===== src/rtl/tilelink_a_arbiter.sv =====
// -----------------------------------------------------------------------------
// tilelink_a_arbiter
//
// Round-robin arbiter for the A channel of an M-to-1 TileLink junction.
// Each cycle it picks one requester and drives the one-hot and binary selects
// that steer the shared A-channel mux. A multi-beat burst locks the grant to
// its requester from the first accepted beat until the last one is accepted.
//
// Parameters
//   M      number of requesters (>= 2)
//   TL_DW  data width in bits (power of two, >= 8)
//   TL_SZ  width of the a_size field
//   IW     width of grant_idx_o
//
// Ports
//   tilelink_clock_i  clock; all state changes on the rising edge
//   tilelink_reset_i  synchronous, active-high reset
//   req_valid_i       per-requester a_valid
//   req_opcode_i      per-requester a_opcode, requester i at [3i+2:3i]
//   req_size_i        per-requester a_size (log2 bytes), TL_SZ bits each
//   a_ready_i         downstream slave a_ready
//   grant_o           one-hot grant (zero when nothing is granted)
//   grant_idx_o       binary index of the granted requester
//   grant_valid_o     granted requester's valid, routed to slave a_valid
//   req_ready_o       a_ready back to each requester (a_ready_i & grant_o[i])
//   locked_o          high while a burst holds the grant
// -----------------------------------------------------------------------------
module tilelink_a_arbiter #(
  parameter int M     = 2,
  parameter int TL_DW = 32,
  parameter int TL_SZ = 4,
  parameter int IW    = $clog2(M)
) (
  input  logic                 tilelink_clock_i,
  input  logic                 tilelink_reset_i,
  input  logic [M-1:0]         req_valid_i,
  input  logic [3*M-1:0]       req_opcode_i,
  input  logic [M*TL_SZ-1:0]   req_size_i,
  input  logic                 a_ready_i,
  output logic [M-1:0]         grant_o,
  output logic [IW-1:0]        grant_idx_o,
  output logic                 grant_valid_o,
  output logic [M-1:0]         req_ready_o,
  output logic                 locked_o
);

  // log2 of the bus width in bytes: sizes at or below this fit in one beat.
  localparam int LB = $clog2(TL_DW / 8);
  // 2**TL_SZ bits holds 2^(size-LB)-1 for every encodable size, so the
  // remaining-beat counter can never wrap.
  localparam int CW = 2 ** TL_SZ;

  typedef enum logic {
    IDLE   = 1'b0,
    LOCKED = 1'b1
  } state_t;

  state_t          state_q,    state_d;
  logic [CW-1:0]   count_q,    count_d;
  logic [IW-1:0]   lock_idx_q, lock_idx_d;
  logic [IW-1:0]   last_ptr_q, last_ptr_d;

  // Round-robin winner among the valid requesters
  logic            arb_found;
  logic [IW-1:0]   arb_idx;

  // Burst length information for the winner
  logic [2:0]      win_opcode;
  logic [TL_SZ-1:0] win_size;
  logic            win_is_data;
  logic [CW-1:0]   win_extra;   // beats - 1

  logic            accept;

  // ---------------------------------------------------------------------------
  // Round-robin search starting just after the last accepted requester.
  // ---------------------------------------------------------------------------
  always_comb begin
    int cand;
    cand      = 0;
    arb_found = 1'b0;
    arb_idx   = '0;
    for (int k = 1; k <= M; k++) begin
      cand = int'(last_ptr_q) + k;
      if (cand >= M) begin
        cand = cand - M;
      end
      if (!arb_found && req_valid_i[IW'(cand)]) begin
        arb_found = 1'b1;
        arb_idx   = IW'(cand);
      end
    end
  end

  // ---------------------------------------------------------------------------
  // Beat count of the winner's request. Only the data-carrying opcodes
  // (0..3) produce bursts, and only when the transfer exceeds one bus word.
  // ---------------------------------------------------------------------------
  always_comb begin
    win_opcode  = req_opcode_i[3*arb_idx +: 3];
    win_size    = req_size_i[TL_SZ*arb_idx +: TL_SZ];
    win_is_data = (win_opcode < 3'd4);
    win_extra   = '0;
    if (win_is_data && (win_size > TL_SZ'(LB))) begin
      win_extra = (CW'(1) << (win_size - TL_SZ'(LB))) - CW'(1);
    end
  end

  // ---------------------------------------------------------------------------
  // Grant outputs. In IDLE the grant follows the arbiter combinationally;
  // in LOCKED it is pinned to the burst owner regardless of its valid.
  // ---------------------------------------------------------------------------
  always_comb begin
    if (state_q == LOCKED) begin
      grant_idx_o   = lock_idx_q;
      grant_valid_o = req_valid_i[lock_idx_q];
    end else begin
      grant_idx_o   = arb_idx;
      grant_valid_o = arb_found;
    end
  end

  generate
    for (genvar gi = 0; gi < M; gi++) begin : g_grant
      assign grant_o[gi] = (state_q == LOCKED) ? (lock_idx_q == IW'(gi))
                                               : (arb_found && (arb_idx == IW'(gi)));
      assign req_ready_o[gi] = a_ready_i & grant_o[gi];
    end
  endgenerate

  assign locked_o = (state_q == LOCKED);
  assign accept   = grant_valid_o & a_ready_i;

  // ---------------------------------------------------------------------------
  // Next-state logic
  // ---------------------------------------------------------------------------
  always_comb begin
    state_d    = state_q;
    count_d    = count_q;
    lock_idx_d = lock_idx_q;
    last_ptr_d = last_ptr_q;
    case (state_q)
      IDLE: begin
        if (accept) begin
          // Priority rotates only on accepts made by the arbiter itself.
          last_ptr_d = arb_idx;
          if (win_extra != '0) begin
            lock_idx_d = arb_idx;
            count_d    = win_extra;
            state_d    = LOCKED;
          end
        end
      end
      LOCKED: begin
        if (accept) begin
          if (count_q == CW'(1)) begin
            count_d = '0;
            state_d = IDLE;
          end else begin
            count_d = count_q - CW'(1);
          end
        end
      end
      default: begin
        state_d = IDLE;
      end
    endcase
  end

  // ---------------------------------------------------------------------------
  // State registers. last_ptr resets to M-1 so requester 0 is searched first.
  // ---------------------------------------------------------------------------
  always_ff @(posedge tilelink_clock_i) begin
    if (tilelink_reset_i) begin
      state_q    <= IDLE;
      count_q    <= '0;
      lock_idx_q <= '0;
      last_ptr_q <= IW'(M - 1);
    end else begin
      state_q    <= state_d;
      count_q    <= count_d;
      lock_idx_q <= lock_idx_d;
      last_ptr_q <= last_ptr_d;
    end
  end

endmodule


===== config.mk =====
export PLATFORM = sky130hd
export DESIGN_NAME = tilelink_a_arbiter
export DESIGN_NICKNAME = d
export VERILOG_FILES = /design/src/rtl/tilelink_a_arbiter.sv
export SDC_FILE = /design/constraint.sdc
export NUM_CORES = 1
export LEC_CHECK = 0
export CORE_MARGIN = 2
export CORE_UTILIZATION = 39
export CTS_CLUSTER_DIAMETER = 40
export CTS_CLUSTER_SIZE = 16
export DETAILED_ROUTE_END_ITERATION = 16
export GPL_ROUTABILITY_DRIVEN = 0
export SLEW_MARGIN = 30
export SYNTH_ARGS = -nofsm -noshare
export SYNTH_HDL_FRONTEND = slang
export SYNTH_SLANG_ARGS = --single-unit

===== constraint.sdc =====
create_clock -name tilelink_clock_i -period 2.5 [get_ports tilelink_clock_i]
set_input_delay 0.75 -clock tilelink_clock_i [delete_from_list [all_inputs] [get_ports tilelink_clock_i]]
set_output_delay 0.75 -clock tilelink_clock_i [all_outputs]
set_load 0.005 [all_outputs]

==> results of run 1 <==
## power breakdown
group          internal (µW)  switching (µW)  total [µW]
registers                319            15.4         334
clock network            111             109         221
logic                    214             231         445
total                    644             356        1000
## worst paths after layout
check,start,end,slack (ps),cells past startpoint
max,req_size_i[1],count_q[15],60,9
min,count_q[13],count_q[13],480,2
max reg2reg,last_ptr_q,count_q[15],430,8
min reg2reg,count_q[13],count_q[13],480,2
## flip-flops by register name, indices dropped and copies added, names as in the netlist
signal	cells
count_q	16
locked_o	1
last_ptr_q	1
lock_idx_q	1
## routing by layer
layer | share of wire [%] | routed length [µm]
met5 | 0 | 0
met2 | 48 | 2090
met3 | 3.5 | 153
met4 | 0.23 | 10
met1 | 49 | 2120
## Yosys cell counts, drive strengths merged, types with 4 or more instances
| library cell | instances |
|---|---|
| dfxtp | 19 |
| nor2 | 15 |
| inv | 12 |
| nor3 | 5 |
| a31oi | 6 |
| buf | 8 |
| o22ai | 6 |
| nand2 | 14 |
| a21oi | 22 |
| a211oi | 4 |
| o21ai | 23 |
| mux2i | 7 |
| o21a | 4 |
| nand2b | 5 |
## critical path: cells and delay by family
kind / cells / cell delay, ps
buffers and inverters: 3 / 750
AND/OR/NAND/NOR: 2 / 600
AO/OA/AOI/OAI: 3 / 350
multiplexers: 1 / 190
## metrics by stage
step                      cell area, µm²  total power (µW)
after floorplan                     1580               588
final                               2200              1000
after CTS                           2150               988
after global placement              2090               773
after global routing                2200              1070
after detailed placement            2090               770
## cell type report
class                           count  area (µm²)  share of cell area, %
Clock buffer                        3        41.3                   1.88
Inverter                           12        45.0                   2.05
Sequential cell                    19         380                   17.3
Clock inverter                      1        5.00                  0.228
Multi-Input combinational cell    169        1160                   52.6
Tap cell                           50        62.6                   2.85
Timing Repair Buffer               60         505                   23.0
## cells in the final DEF (no fill, tap or decap), drive strengths merged, types with 4 or more instances in the layout
cell type / count
a21oi: 22
o22ai: 6
o21a: 4
nor3: 5
a31oi: 6
dlygate4sd2: 4
buf: 40
o21ai: 23
nand2: 14
nor2: 15
inv: 12
mux2i: 7
nand2b: 5
a211oi: 4
clkdlybuf4s50: 16
dfxtp: 19
## cell families (layout without fill, tap and decap cells)
group           Yosys count  in the layout  share of synthesized area (%)
compound gates           86             86                           34.2
fa+ha+maj                 3              3                           2.38
simple gates             67             67                           23.5
flops                    19             19                           24.1
mux                      10             10                           7.62
buf+inv                  23             76                           6.51
xor+xnor                  3              3                           1.67
## timing repair
action	4_1_cts	5_1_grt
endpoints found under the hold margin	0	0
cloned	0	0
setup endpoints to repair	22	8
gates resized for setup	16	7
hold buffers	0	0
buffers inserted	0	1
pin swaps	1	3
==> reports/metrics.yaml, run 1 <==
status: "finished clean"
pwr_density_cell_nw_per_um2: 456
clockRootBuffer: "clkbuf_8"
met3_usage_pct: 4.00
clock_latency_ps: 260
holdWs_ps: 482
cap_violations: 0
ios: 26
start_kind: "input port"
cp_slowest_stage_delay_ps: 520
synth_edf_count: 0
num_vias: 1785
grtUsageMet1_pct: 30.3
worstPathArrival_ps: 2650
cts_tree: "built"
dp_hpwl_mm: 3.39
critPathCaptureType: "flop"
synth_top_area_share_pct: 24.1
finalWirelength_mm: 4.37
ys_seq_area_share_pct: 24.1
grt_max_degree: 17
max-clock-path-buffers: 2
cp.required_ps: 2700
htree_levels: 1
finalHoldViolCount: 0
synth_seq_cells: 19
fin_util_pct: 55.7
fin_skew_ps: 6.41
finalSetupViolCount: 0
netlist-cell-type-count: 55
cts_buffers: 3
diodes: 0
first_global_vias: 1670
slew_headroom_pct: 62.0
fp.dieArea_um2: 4570
critPathKind: "in2reg"
core_um2: 3940
drc_errors: 0
wire_per_inst_um: 13.9
io_buffers: 21
pre_cts_slack_ps: -622
leakage_uw: 0.000884
grt_first_pass_wirelength_mm: 7.50
period_share_pct: 97.7
tns_ps: 0
dr.pass1.iters: 4
ant_nets: 0
nNetsFinal: 287
synth_area_leaders: "dfxtp_1 24%, a21oi_1 7.0%, o21ai_0 6.3%"
slowest_stage: "or4_4"
worst_pin_slew_ps: 565
std_cell_rows: 23
grt_usage_pct: 21.4
fillCellCount: 357
vdd.ir_drop.worst_mv: 0.416
fin_crit_ps: 2440
synth_top_area_cell: "dfxtp_1"
fin_ws_ps: 57.9
die_h_um: 67.6
cp_max_fo: 6
crit_chain: "clkdlybuf4s50_1, buf_4, nand2_1, mux2i_4, buf_4, o21a_1, o21ai_4, or4_4, a21oi_2"
dieWidth_um: 67.6
area_growth_pct: 39.3
drive_gt1_share_pct: 25.0
cts_sinks: 19
routed_via_density: 5.68
async_reset_ff_share_pct: 0
synth_area_um2: 1580
synth_cells: 211
avgSynthCellArea_um2: 7.47
cpMostUsedCell: "buf_4"
drt_iter0_drc: 122
synth_nets: 233
dp.cells: 309
antenna_found_initial: 0
grt_overflow: 0
slew_violations: 0
initial_core_util_pct: 40.0
fin_cells: 314
grt-busiest-layer: "met2"
clk_pin_slew_ps: 80
max_freq_ghz: 0.409
ys_warn_count: 0
ys.flop_type: "dfxtp_1"
grt_util_met2_pct: 34.4
hold_class: "reg2reg"
Note: power is estimated with default switching activity, not from simulation.
==> run 2: changes to the inputs <==
--- a/config.mk
+++ b/config.mk
@@ -8,9 +8,7 @@
 export CORE_MARGIN = 2
 export CORE_UTILIZATION = 39
 export CTS_CLUSTER_DIAMETER = 40
-export CTS_CLUSTER_SIZE = 16
 export DETAILED_ROUTE_END_ITERATION = 16
-export GPL_ROUTABILITY_DRIVEN = 0
 export SLEW_MARGIN = 30
 export SYNTH_ARGS = -nofsm -noshare
 export SYNTH_HDL_FRONTEND = slang
==> results of run 2 <==
No change in the layout: final DEF, timing and power equal those of run 1.
==> variant, RTL diff (config.mk and constraints of run 1) <==
Make the reset (`tilelink_reset_i`) asynchronous in one clocked block. Comments in the files are not updated.
--- a/src/rtl/tilelink_a_arbiter.sv
+++ b/src/rtl/tilelink_a_arbiter.sv
@@ -171,5 +171,5 @@
   // State registers. last_ptr resets to M-1 so requester 0 is searched first.
   // ---------------------------------------------------------------------------
-  always_ff @(posedge tilelink_clock_i) begin
+  always_ff @(posedge tilelink_clock_i or posedge tilelink_reset_i) begin
     if (tilelink_reset_i) begin
       state_q    <= IDLE;
Behaviour: differs if tilelink_reset_i is asserted again (counterexample within 4 cycles, from zero or initial values and one cycle with tilelink_reset_i high); with tilelink_reset_i held inactive, the same outputs for 10 cycles.
==> variant against run 1 <==
Routed wire length increased by 25%. Via count increased by 11%. First-iteration DRC count fell by 15%. Global-route usage decreased by 0.33 points. Sequential cell count stayed put. Highest routed layer unchanged. Critical path type is now input pin to output pin. Area after synthesis is 20% higher. Cell count is 7.3% higher. Setup slack got worse by 0.0018 ns. Cell area rose by 18%. Maximum frequency hardly changed. Clock skew is 0.0043 ns lower.
Power is not compared: it rests on default switching activity, and its combinational part moved more than twofold at a synthesized area within 25%.
==> variant: results (changes against run 1) <==
----------------------------------------------------
[Run status]
  Outcome ... complete, no violations (unchanged)

[Detailed routing]
  Violation count after the first detailed-route iteration ... 104 (was 122)
  Routed Wire Length ... 5490 µm (was 4370 µm)
  Wire length on met2 ... 2640 µm (was 2090 µm)

[Critical path]
  Worst R2R Path Depth ... 9 (was 8)
  Origin of the critical flop-to-flop path ... last_ptr_q$_DFFE_PP1P_ (was last_ptr_q$_SDFFE_PP1P_)
  Crit path DAT ... 1.69 ns (was 2.65 ns)
  Capture instance of the worst register-to-register path ... count_q[12]$_DFFE_PP0P_ (was count_q[15]$_SDFFE_PP0P_)
  Worst setup path endpoint ... req_ready_o[1] (was count_q[15]$_SDFFE_PP0P_)

[Layout]
  Non-clock inverter instance count of the final layout ... 9 (was 12)
  Number of combinational gates with multiple inputs ... 183 (was 169)
  Sequential cell count of the final layout ... 19 (unchanged)
  Area of the multi-input gates ... 0.00140 mm² (was 0.00116 mm²)
  Nonclk buf count ... 68 (was 60)
  Area fraction of clock buffers and clock inverters ... 0.0174 (was 0.0211)

[Synth]
  Combined area of all synthesized cells ... 0.00189 mm² (was 0.00158 mm²)
  Net Count, Synth ... 247 (was 233)
  Compound-cell area share of the yosys netlist ... 0.269 (was 0.342)
  Count of distinct cell types in the synthesized netlist ... 62 (was 55)
  Share of synthesized area spent on multiplexers ... 0.100 (was 0.0762)
  Dominant cells by area after synthesis ... dfrtp_1, nor2_1, mux2i_1 (was dfxtp_1, a21oi_1, o21ai_0)
  Share of synthesized area occupied by flip-flops and latches ... 0.252 (was 0.241)
  Adder-Cell Fraction of Synth Area ... 0.0198 (was 0.0238)

[GRT]
  First-pass GRT wire length ... 8940 µm (was 7500 µm)
  Met1 Resource Use GR ... 0.293 (was 0.303)
  Largest net degree at the start of global routing ... 20 (was 17)
  Via count of the first global-routing pass ... 1860 (was 1670)
  Met3 Usage GRT ... 0.0261 (was 0.0400)

[STA]
  Period minus WS final ... 2.44 ns (about the same)
  Tightest Pin Transition ... 0.477 ns (was 0.565 ns)

[Place]
  Placement Setup Slack ... -0.579 ns (was -0.622 ns)
  Post-detail-place hpwl ... 4240 µm (was 3390 µm)

[Worst hold path]
  Hold wc startpoint ... last_ptr_q$_DFFE_PP1P_ (was count_q[13]$_SDFFE_PP0P_)
  Hold Path Stages ... 1 (was 2)

----------------------------------------------------
==> variant: changes by cell type after synthesis, moves of 5 or more <==
| cell | run 1 | this run |
|---|---|---|
| nor4_1 | 2 | 7 |
| nand2_1 | 14 | 19 |
| a21oi_1 | 22 | 7 |
| o2bb2ai_1 | 0 | 7 |
| dfxtp_1 | 19 | 0 |
| dfrtp_1 | 0 | 18 |
| nor3_1 | 5 | 14 |
| o221ai_1 | 0 | 6 |
| o21ai_0 | 20 | 8 |
| buf_2 | 7 | 2 |
| nor2_1 | 15 | 24 |
==> variant: through the flow <==
stage               power [mW]  std cells  TNS (ns)  hold slack [ns]
finish                    2.22        337         0            0.523
global route              2.38        337         0            0.531
CTS                       2.18        336         0            0.529
detailed placement        1.94        332     -8.39            0.511
global placement          1.94        332     -8.15            0.465
floorplan                 1.45        225         0            0.452
==> variant: what timing repair did <==
action / 4_1_cts / 5_1_grt
pin swaps: 4 / 1
buffers inserted: 0 / 1
endpoints found under the setup margin: 15 / 6
gates resized for setup: 20 / 11
